**config.mk**
```make
export PLATFORM = sky130hd
export DESIGN_NAME = fifo_write_arbiter
export DESIGN_NICKNAME = d
export VERILOG_FILES = /design/src/rtl/fifo_write_arbiter.sv
export SDC_FILE = /design/constraint.sdc
export NUM_CORES = 1
export LEC_CHECK = 0
export ABC_CLOCK_PERIOD_IN_PS = 2800
export CORE_MARGIN = 10
export CORE_UTILIZATION = 40
export CTS_BUF_LIST = sky130_fd_sc_hd__clkbuf_8
export DETAILED_ROUTE_END_ITERATION = 12
export GPL_TIMING_DRIVEN = 0
export PLACE_DENSITY = 0.89
export SYNTH_ARGS = -nofsm -noshare
export SYNTH_HDL_FRONTEND = slang
export SYNTH_SLANG_ARGS = --single-unit
```
**constraint.sdc**
```tcl
create_clock -name clk -period 2.8 [get_ports clk]
set_input_delay 0.56 -clock clk [delete_from_list [all_inputs] [get_ports clk]]
set_output_delay 0.56 -clock clk [all_outputs]
set_load 0.05 [all_outputs]
```
**src/rtl/fifo_write_arbiter.sv**
```systemverilog
// Round-robin arbiter sharing one FIFO write port among NUM_REQ producers, bursts of up to BURST_LEN words.
// Define FIFO_ARB_STATS_EN to add saturating stall_cnt / grant_cnt counters.
module fifo_write_arbiter #(
  parameter int WIDTH     = 8,
  parameter int NUM_REQ   = 4,
  parameter int BURST_LEN = 4
) (
  input  logic                     clk,
  input  logic                     reset,
  input  logic [NUM_REQ-1:0]       req,
  input  logic [NUM_REQ*WIDTH-1:0] wdata,
  output logic [NUM_REQ-1:0]       ack,
  output logic [NUM_REQ-1:0]       gnt,
  input  logic                     full,
  output logic                     write,
  output logic [WIDTH-1:0]         data_in,
  output logic                     busy
`ifdef FIFO_ARB_STATS_EN
  ,
  output logic [15:0]              stall_cnt,
  output logic [15:0]              grant_cnt
`endif
);

  localparam int GW = (NUM_REQ > 1) ? $clog2(NUM_REQ) : 1;
  localparam int BW = $clog2(BURST_LEN + 1);
  localparam logic [0:0] IDLE  = 1'b0;
  localparam logic [0:0] GRANT = 1'b1;
  localparam logic [NUM_REQ-1:0] ONE = NUM_REQ'(1);

  logic [0:0]    state;
  logic [GW-1:0] g;
  logic [GW-1:0] rr_ptr;
  logic [BW-1:0] beat;

  logic [GW-1:0] next_ptr;
  logic [GW-1:0] search_base;
  logic [GW-1:0] pick;
  logic          pick_valid;
  logic          in_grant;
  logic          accept;
  logic          burst_end;
  logic          start_burst;
  int            idx;

  always_comb begin
    in_grant    = (state == GRANT) && !reset;
    accept      = in_grant && req[g] && !full;
    ack         = '0;
    if (accept) ack[g] = 1'b1;
    write       = accept;
    data_in     = in_grant ? wdata[int'(g)*WIDTH +: WIDTH] : '0;
    busy        = in_grant;
    next_ptr    = (g == GW'(NUM_REQ - 1)) ? '0 : g + 1'b1;
    // A burst closes on the ack that fills it, or when the granted producer lets go.
    burst_end   = (state == GRANT) && (!req[g] || (accept && beat == BW'(BURST_LEN - 1)));
    search_base = (state == GRANT) ? next_ptr : rr_ptr;
    pick        = '0;
    pick_valid  = 1'b0;
    idx         = 0;
    // Scan offsets from farthest to nearest so the nearest requester wins.
    for (int k = NUM_REQ - 1; k >= 0; k--) begin
      idx = int'(search_base) + k;
      if (idx >= NUM_REQ) idx = idx - NUM_REQ;
      if (req[idx]) begin
        pick       = GW'(idx);
        pick_valid = 1'b1;
      end
    end
    start_burst = !reset && pick_valid && ((state == IDLE) || burst_end);
  end

  always_ff @(posedge clk) begin
    if (reset) begin
      state  <= IDLE;
      g      <= '0;
      gnt    <= '0;
      rr_ptr <= '0;
      beat   <= '0;
    end else begin
      if (start_burst) begin
        state <= GRANT;
        g     <= pick;
        gnt   <= ONE << pick;
        beat  <= '0;
      end else if (burst_end) begin
        state <= IDLE;
        gnt   <= '0;
        beat  <= '0;
      end else if (accept) begin
        beat <= beat + 1'b1;
      end
      if (burst_end) rr_ptr <= next_ptr;
    end
  end

`ifdef FIFO_ARB_STATS_EN
  always_ff @(posedge clk) begin
    if (reset) begin
      stall_cnt <= '0;
      grant_cnt <= '0;
    end else begin
      if ((state == GRANT) && req[g] && full && (stall_cnt != 16'hFFFF))
        stall_cnt <= stall_cnt + 16'd1;
      if (start_burst && (grant_cnt != 16'hFFFF))
        grant_cnt <= grant_cnt + 16'd1;
    end
  end
`endif

endmodule

```
### Yosys cells after proc, flatten, opt, wreduce, memory -nomap -nowiden

Cells that the tools add are included.

* logic and storage cells: 80
* output and inout bits: 18
* latch bits: 0
* memories: 0
* flip-flop bits (word level): 12
* bits in read-only memories: 0
* bits in writable memories: 0
* input bits: 39

* magnitude comparators: 10
* eq/ne operators: 2
* muxes and demuxes: 36
* reductions and logical operators: 15
* multipliers: 0
* add/sub/neg operators: 9
* shifts and indexed selects: 2
* div/mod/pow operators: 0
* bitwise logic cells: 1

Operator list (count)
* less-than comparator 32 x 4 -> 1 bit, second input constant: 4
* 2-to-1 mux 32 bit: 4
* indexed part select 32 x 6 -> 8 bit: 1
* 2-to-1 mux 1 bit: 16
* 2-to-1 mux 2 bit: 6
* 2-to-1 mux 4 bit: 3
* subtractor 3 x 3 -> 4 bit, second input constant: 3
* binary-select mux 1 bit (select 2 bit): 5
* >= comparator 3 bit, second input constant: 3
* logical AND 1 bit: 8
* 2-to-1 mux 8 bit: 1
* adder 2 x 2 -> 3 bit, second input constant: 2
* left shift 1 x 2 -> 4 bit, first input constant: 1
* subtractor 2 x 3 -> 4 bit, second input constant: 1
* adder 2 x 1 -> 3 bit, second input constant: 1
* adder 3 x 1 -> 3 bit, second input constant: 1
* equality test 3 x 2 -> 1 bit, second input constant: 1
* >= comparator 2 x 3 -> 1 bit, second input constant: 1
* zero test 1 bit: 3
* less-than comparator 2 x 3 -> 1 bit, second input constant: 1
* OR reduction 3 bit: 1
* adder 2 x 1 -> 2 bit, second input constant: 1
* demux 1 bit (select 2 bit): 1
* equality test 2 bit, second input constant: 1
* other kinds (4): 5

### Longest topological paths before layout

* depth in word-level cells: 16
* gate-level depth with buffers: 8
* mapped depth without buffers: 7

### Worst setup path after synthesis

OpenSTA, ideal clock, no wires.

* path kind: input to output
* start point: input port reset
* end point: output port ack[0]
* required time: 2.240 ns
* path slack: 0.143 ns
* stages on the path: 4
* buffers on the path: 1
* arrival: 2.097 ns
* path through: nand2b_1 clkbuf_1 nor3b_4 and2_1

* longest elaborated chain between the ends: 5

RTL lines
* from (decl): RTL line 9 `input logic reset,`
* zero test 1 bit: RTL line 47 `in_grant = (state == GRANT) && !reset;`
* logical AND 1 bit: RTL line 47
* logical AND 1 bit (2 in series): RTL line 48 `accept = in_grant && req[g] && !full;`
* named net write: RTL line 15 `output logic write,`
* 2-to-1 mux 4 bit: RTL line 50 `if (accept) ack[g] = 1'b1;`
* to (decl): RTL line 12 `output logic [NUM_REQ-1:0] ack,`

The timed path passes the listed nets, and every way through them passes these cells.

### Worst setup path in the final report

* start point: input port req[2]
* end point: output port ack[0]

* longest elaborated chain between the ends: 5

RTL lines
* from (decl): RTL line 10 `input logic [NUM_REQ-1:0] req,`
* binary-select mux 1 bit (select 2 bit): RTL line 48
* 2-to-1 mux 1 bit (implied by the code): RTL line 48
* logical AND 1 bit (2 in series): RTL line 48
* 2-to-1 mux 4 bit: RTL line 50

Every way passes these cells. The select of a mux whose other input is x is not followed.

==> reports/metrics.sh <==
SETUP_VIOLATIONS=0
YOSYS.AREA_SHARE.ADDER_PCT=7.20
SLEW_HR_PCT=65.9
POST-ROUTE-PERIOD-UTIL_PCT=96.5
FP.COREAREA_UM2=2480
MAXSLEWVIOLCOUNT=0
PATH_MAX_FANOUT=6
FIRST_PASS_GRT_WIRE_LENGTH_MM=5.58
INITIAL_ANTENNA_VIOLATION_COUNT=0
POST_SYNTH_NUM_CELL_TYPES=37
CTSHTREEMAXLEVEL=1
WORST_MIN_DELAY_PATH_STARTPOINT='gnt[0]'
REQUIRED_PS=2240
USE_MET3_PCT=5.02
CRITPATHCAPTURETYPE='output pin'
FINAL_ANTENNA_NET_COUNT=0
SYNTH_TOP_FAMILY_BY_AREA='simple AND/OR/NAND/NOR gates'
CLOCK_INSERTION_DELAY_WORST_SKEW_PS=240
GROUTE.USAGE.OVERALL_PCT=13.6
DETAIL_ROUTE.ITER0.VIOLATIONS=44
SYN_AREA_PER_CELL_UM2=10.4
PLACE.GP.CONGESTION=0.815
DIE_HEIGHT_UM=71.0
SYNTH.MOST_COMMON_CELL='sky130_fd_sc_hd__dfxtp_1'
FIN_UTIL_PCT=67.2
WORST_HOLD_PATH.ENDPOINT='gnt[0]'
SYNTH.FF_LATCH_COUNT=12
NUM_VIAS=1051
HOLDBUFCOUNTCTS=0
POSTROUTEWIRELENGTH_MM=3.62
GRT_SETUP_UNREPAIRED='no'
POST-ROUTE-DRC-COUNT=0
GLOBAL_ROUTE_MET1_USAGE_PCT=16.1
SYNTH_FLOP_CELL='sky130_fd_sc_hd__dfxtp_1'
AVGVIACOUNTPERCELL=5.53
SETUP.WORST_PATH.START_CLASS='input pin'
PORT_BUFFERS=56
YOSYS-TOP-CELLS-COUNT='sky130_fd_sc_hd__dfxtp_1 (12), sky130_fd_sc_hd__nor2_1 (9), sky130_fd_sc_hd__nor2b_1 (9), sky130_fd_sc_hd__mux4_1 (8), sky130_fd_sc_hd__ha_1 (6)'
CTS_BUFFERS=3
ORIGIN_OF_THE_CRITICAL_FLOP_TO_FLOP_PATH='g[0]'
SLEW_AT_THE_PIN_CLOSEST_TO_ITS_MAX_SLEW_LIMIT_PS=510
SYNTH_EDF_COUNT=0
DIE_W_UM=71.0
RESULT_OF_THE_RUN='finished clean'
INITIAL_CORE_UTIL_PCT=42.1
HOLDPATHSTAGES=1
REGTOREGENDPOINT='gnt[2]'
STD_CELL_ROWS=18
GRT_OVERFLOW_TOTAL=0
PIN_COUNT=57
GRT_START_MAX_NET_PINS=11
CTS_SINKS=12
SYNTH_COMPOUND_AREA_SHARE_PCT=11.0
DETAILED_PLACE_HPWL_MM=3.02
FIN_NETS=206
WORST_IR_DROP_VDD_mV=0.380
TIMING.FINAL.CRIT_PERIOD_PS=2700
SYNTH_AREA_LEADER_CELL='sky130_fd_sc_hd__dfxtp_1'
SYNTHSIMPLEGATEAREAFRAC_PCT=27.4
POWER.DENSITY_CELL_AREA_nW_PER_UM2=399
SYNTHTOPCELLSBYAREA='sky130_fd_sc_hd__dfxtp_1 (23%), sky130_fd_sc_hd__mux4_1 (20%), sky130_fd_sc_hd__ha_1 (7.2%), sky130_fd_sc_hd__nor2b_1 (5.4%), sky130_fd_sc_hd__mux2i_1 (3.8%)'
YOSYSSEQAREASHARE_PCT=23.0
DIE_AREA_UM2=5050
SYNTH-XOR-AREA-SHARE_PCT=0.840
FLOW.AREA_GROWTH_FROM_SYNTHESIS_PCT=59.8
CLKTRANSATPATHREGS_PS=50
FIN_SKEW_PS=4.51
AVGROUTEDWIREPERCELL_UM=19.0
CAP_VIOL_MAX_COUNT=0
CTS_ROOT_BUF='sky130_fd_sc_hd__clkbuf_8'
SYNTH_CELLS=100
TIMING_WORST_SETUP_PATH_TYPE='in2out'
FINALINSTANCEAREA_UM2=1670
SYNTH-ASYNC-RESET-RATIO_PCT=0
SYNTH.YOSYS.WARNINGS=0
CP_DATA_ARRIVAL_TIME_PS=2140
POWER.STATIC_LEAKAGE_nW=0.700
TRITONCTS='done'
MIN_PATH_TYPE='reg2reg'
POSTPLACECELLAREA_UM2=1640
GRT_BUSIEST_LAYER='met2'
RRSETUPSLACK_PS=430
ACHIEVABLE-FREQUENCY_MHz=370
CLK_PATH_BUF_DEPTH=2
SYN-NUM-NETS=145
ANTENNA_CELLS=0
TIMING_HOLD_VIOLATIONS_FINAL=0
POST_SYNTH_INSTANCE_AREA_UM2=1040
GRTUSAGEMET2_PCT=23.4
POST-SYNTH-TOP-AREA-FRACTION_PCT=23.0
FINALSETUPTNS_PS=0
SYNTH.MUX.AREA_FRACTION_PCT=26.2
FIRST_GLOBAL_VIAS=1081
TIMING.REG2REG.WORST_PATH_DEPTH=8
POWER.TOTAL_mW=0.665
FIRSTDRTPASSITERS=4
DRIVE_GT1_SHARE_PCT=16.9
HOLD_WS_PS=476
[critical path, cell delays in order]
cell	delay, ps
sky130_fd_sc_hd__clkdlybuf4s50_1	470
sky130_fd_sc_hd__mux4_2	530
sky130_fd_sc_hd__nor3b_4	190
sky130_fd_sc_hd__and2_1	170
sky130_fd_sc_hd__buf_2	210
[registers in the layout, indices dropped and copies added (netlist names)]
signal  cells
beat        3
state       1
gnt         4
g           2
rr_ptr      2
[cells in the final DEF (no fill, tap or decap), types with 6 or more instances in the layout]
master	synthesis	routed
sky130_fd_sc_hd__mux4_1	8	8
sky130_fd_sc_hd__nor2_1	9	9
sky130_fd_sc_hd__dfxtp_1	12	12
sky130_fd_sc_hd__nor2b_1	9	9
sky130_fd_sc_hd__ha_1	6	6
sky130_fd_sc_hd__clkdlybuf4s50_1	0	40
sky130_fd_sc_hd__buf_2	3	6
[cell type report]
| cell class | count | area (um2) |
|---|---|---|
| sequential | 12 | 240 |
| inverter | 4 | 15.0 |
| buffer | 4 | 28.8 |
| fill | 201 | 812 |
| timing repair buffer | 57 | 532 |
| multi-input combinational | 79 | 757 |
| clock buffer | 4 | 55.1 |
| tap | 30 | 37.5 |
[cell families (layout without fill, tap and decap cells)]
| family | count (synthesis) | in the layout |
|---|---|---|
| and+or+nand+nor | 44 | 44 |
| AOI/OAI and AO/OA | 15 | 15 |
| muxes | 13 | 13 |
| DFF | 12 | 12 |
| buffers and inverters | 9 | 69 |
| adders and majority gates | 6 | 6 |
| xor gates and xnor gates | 1 | 1 |
[per-stage QoR]
step | worst slack [ps] | cells
after detailed placement | -635 | 186
final | 99.1 | 190
after floorplan | 143 | 100
after global placement | -586 | 186
after CTS | -105 | 190
after global routing | 1.45 | 190
[where the power goes]
group          total, mW  internal, mW  switching [mW]
Combinational      0.284         0.142           0.142
Sequential         0.196         0.185          0.0115
Clock              0.185         0.124          0.0609
Total              0.665         0.451           0.214
[metal layers]
layer	wire (um)	up-vias
met4	24	0
met2	1640	65
met3	401	5
li1	-	497
met1	1550	484
met5	0	-
[timing repair]
item | in CTS | in global routing
setup endpoints to repair | 14 | 12
cloned | 0 | 0
pin swaps | 0 | 0
buffers inserted | 1 | 0
resized for setup | 29 | 14
[worst max path at each step]
| stage | end | depth (start not counted) | startpoint | slack, ps |
|---|---|---|---|---|
| 3_5_place_dp | ack[0] | 5 | req[3] | -640 |
| 5_1_grt | data_in[0] | 4 | g[0] | 1 |
| 4_1_cts | ack[0] | 5 | req[3] | -100 |
| 6_report | ack[0] | 5 | req[2] | 100 |
| 3_3_place_gp | ack[0] | 5 | req[3] | -590 |
| 2_1_floorplan | ack[0] | 4 | reset | 140 |
Power figures use the tool's default switching activity.
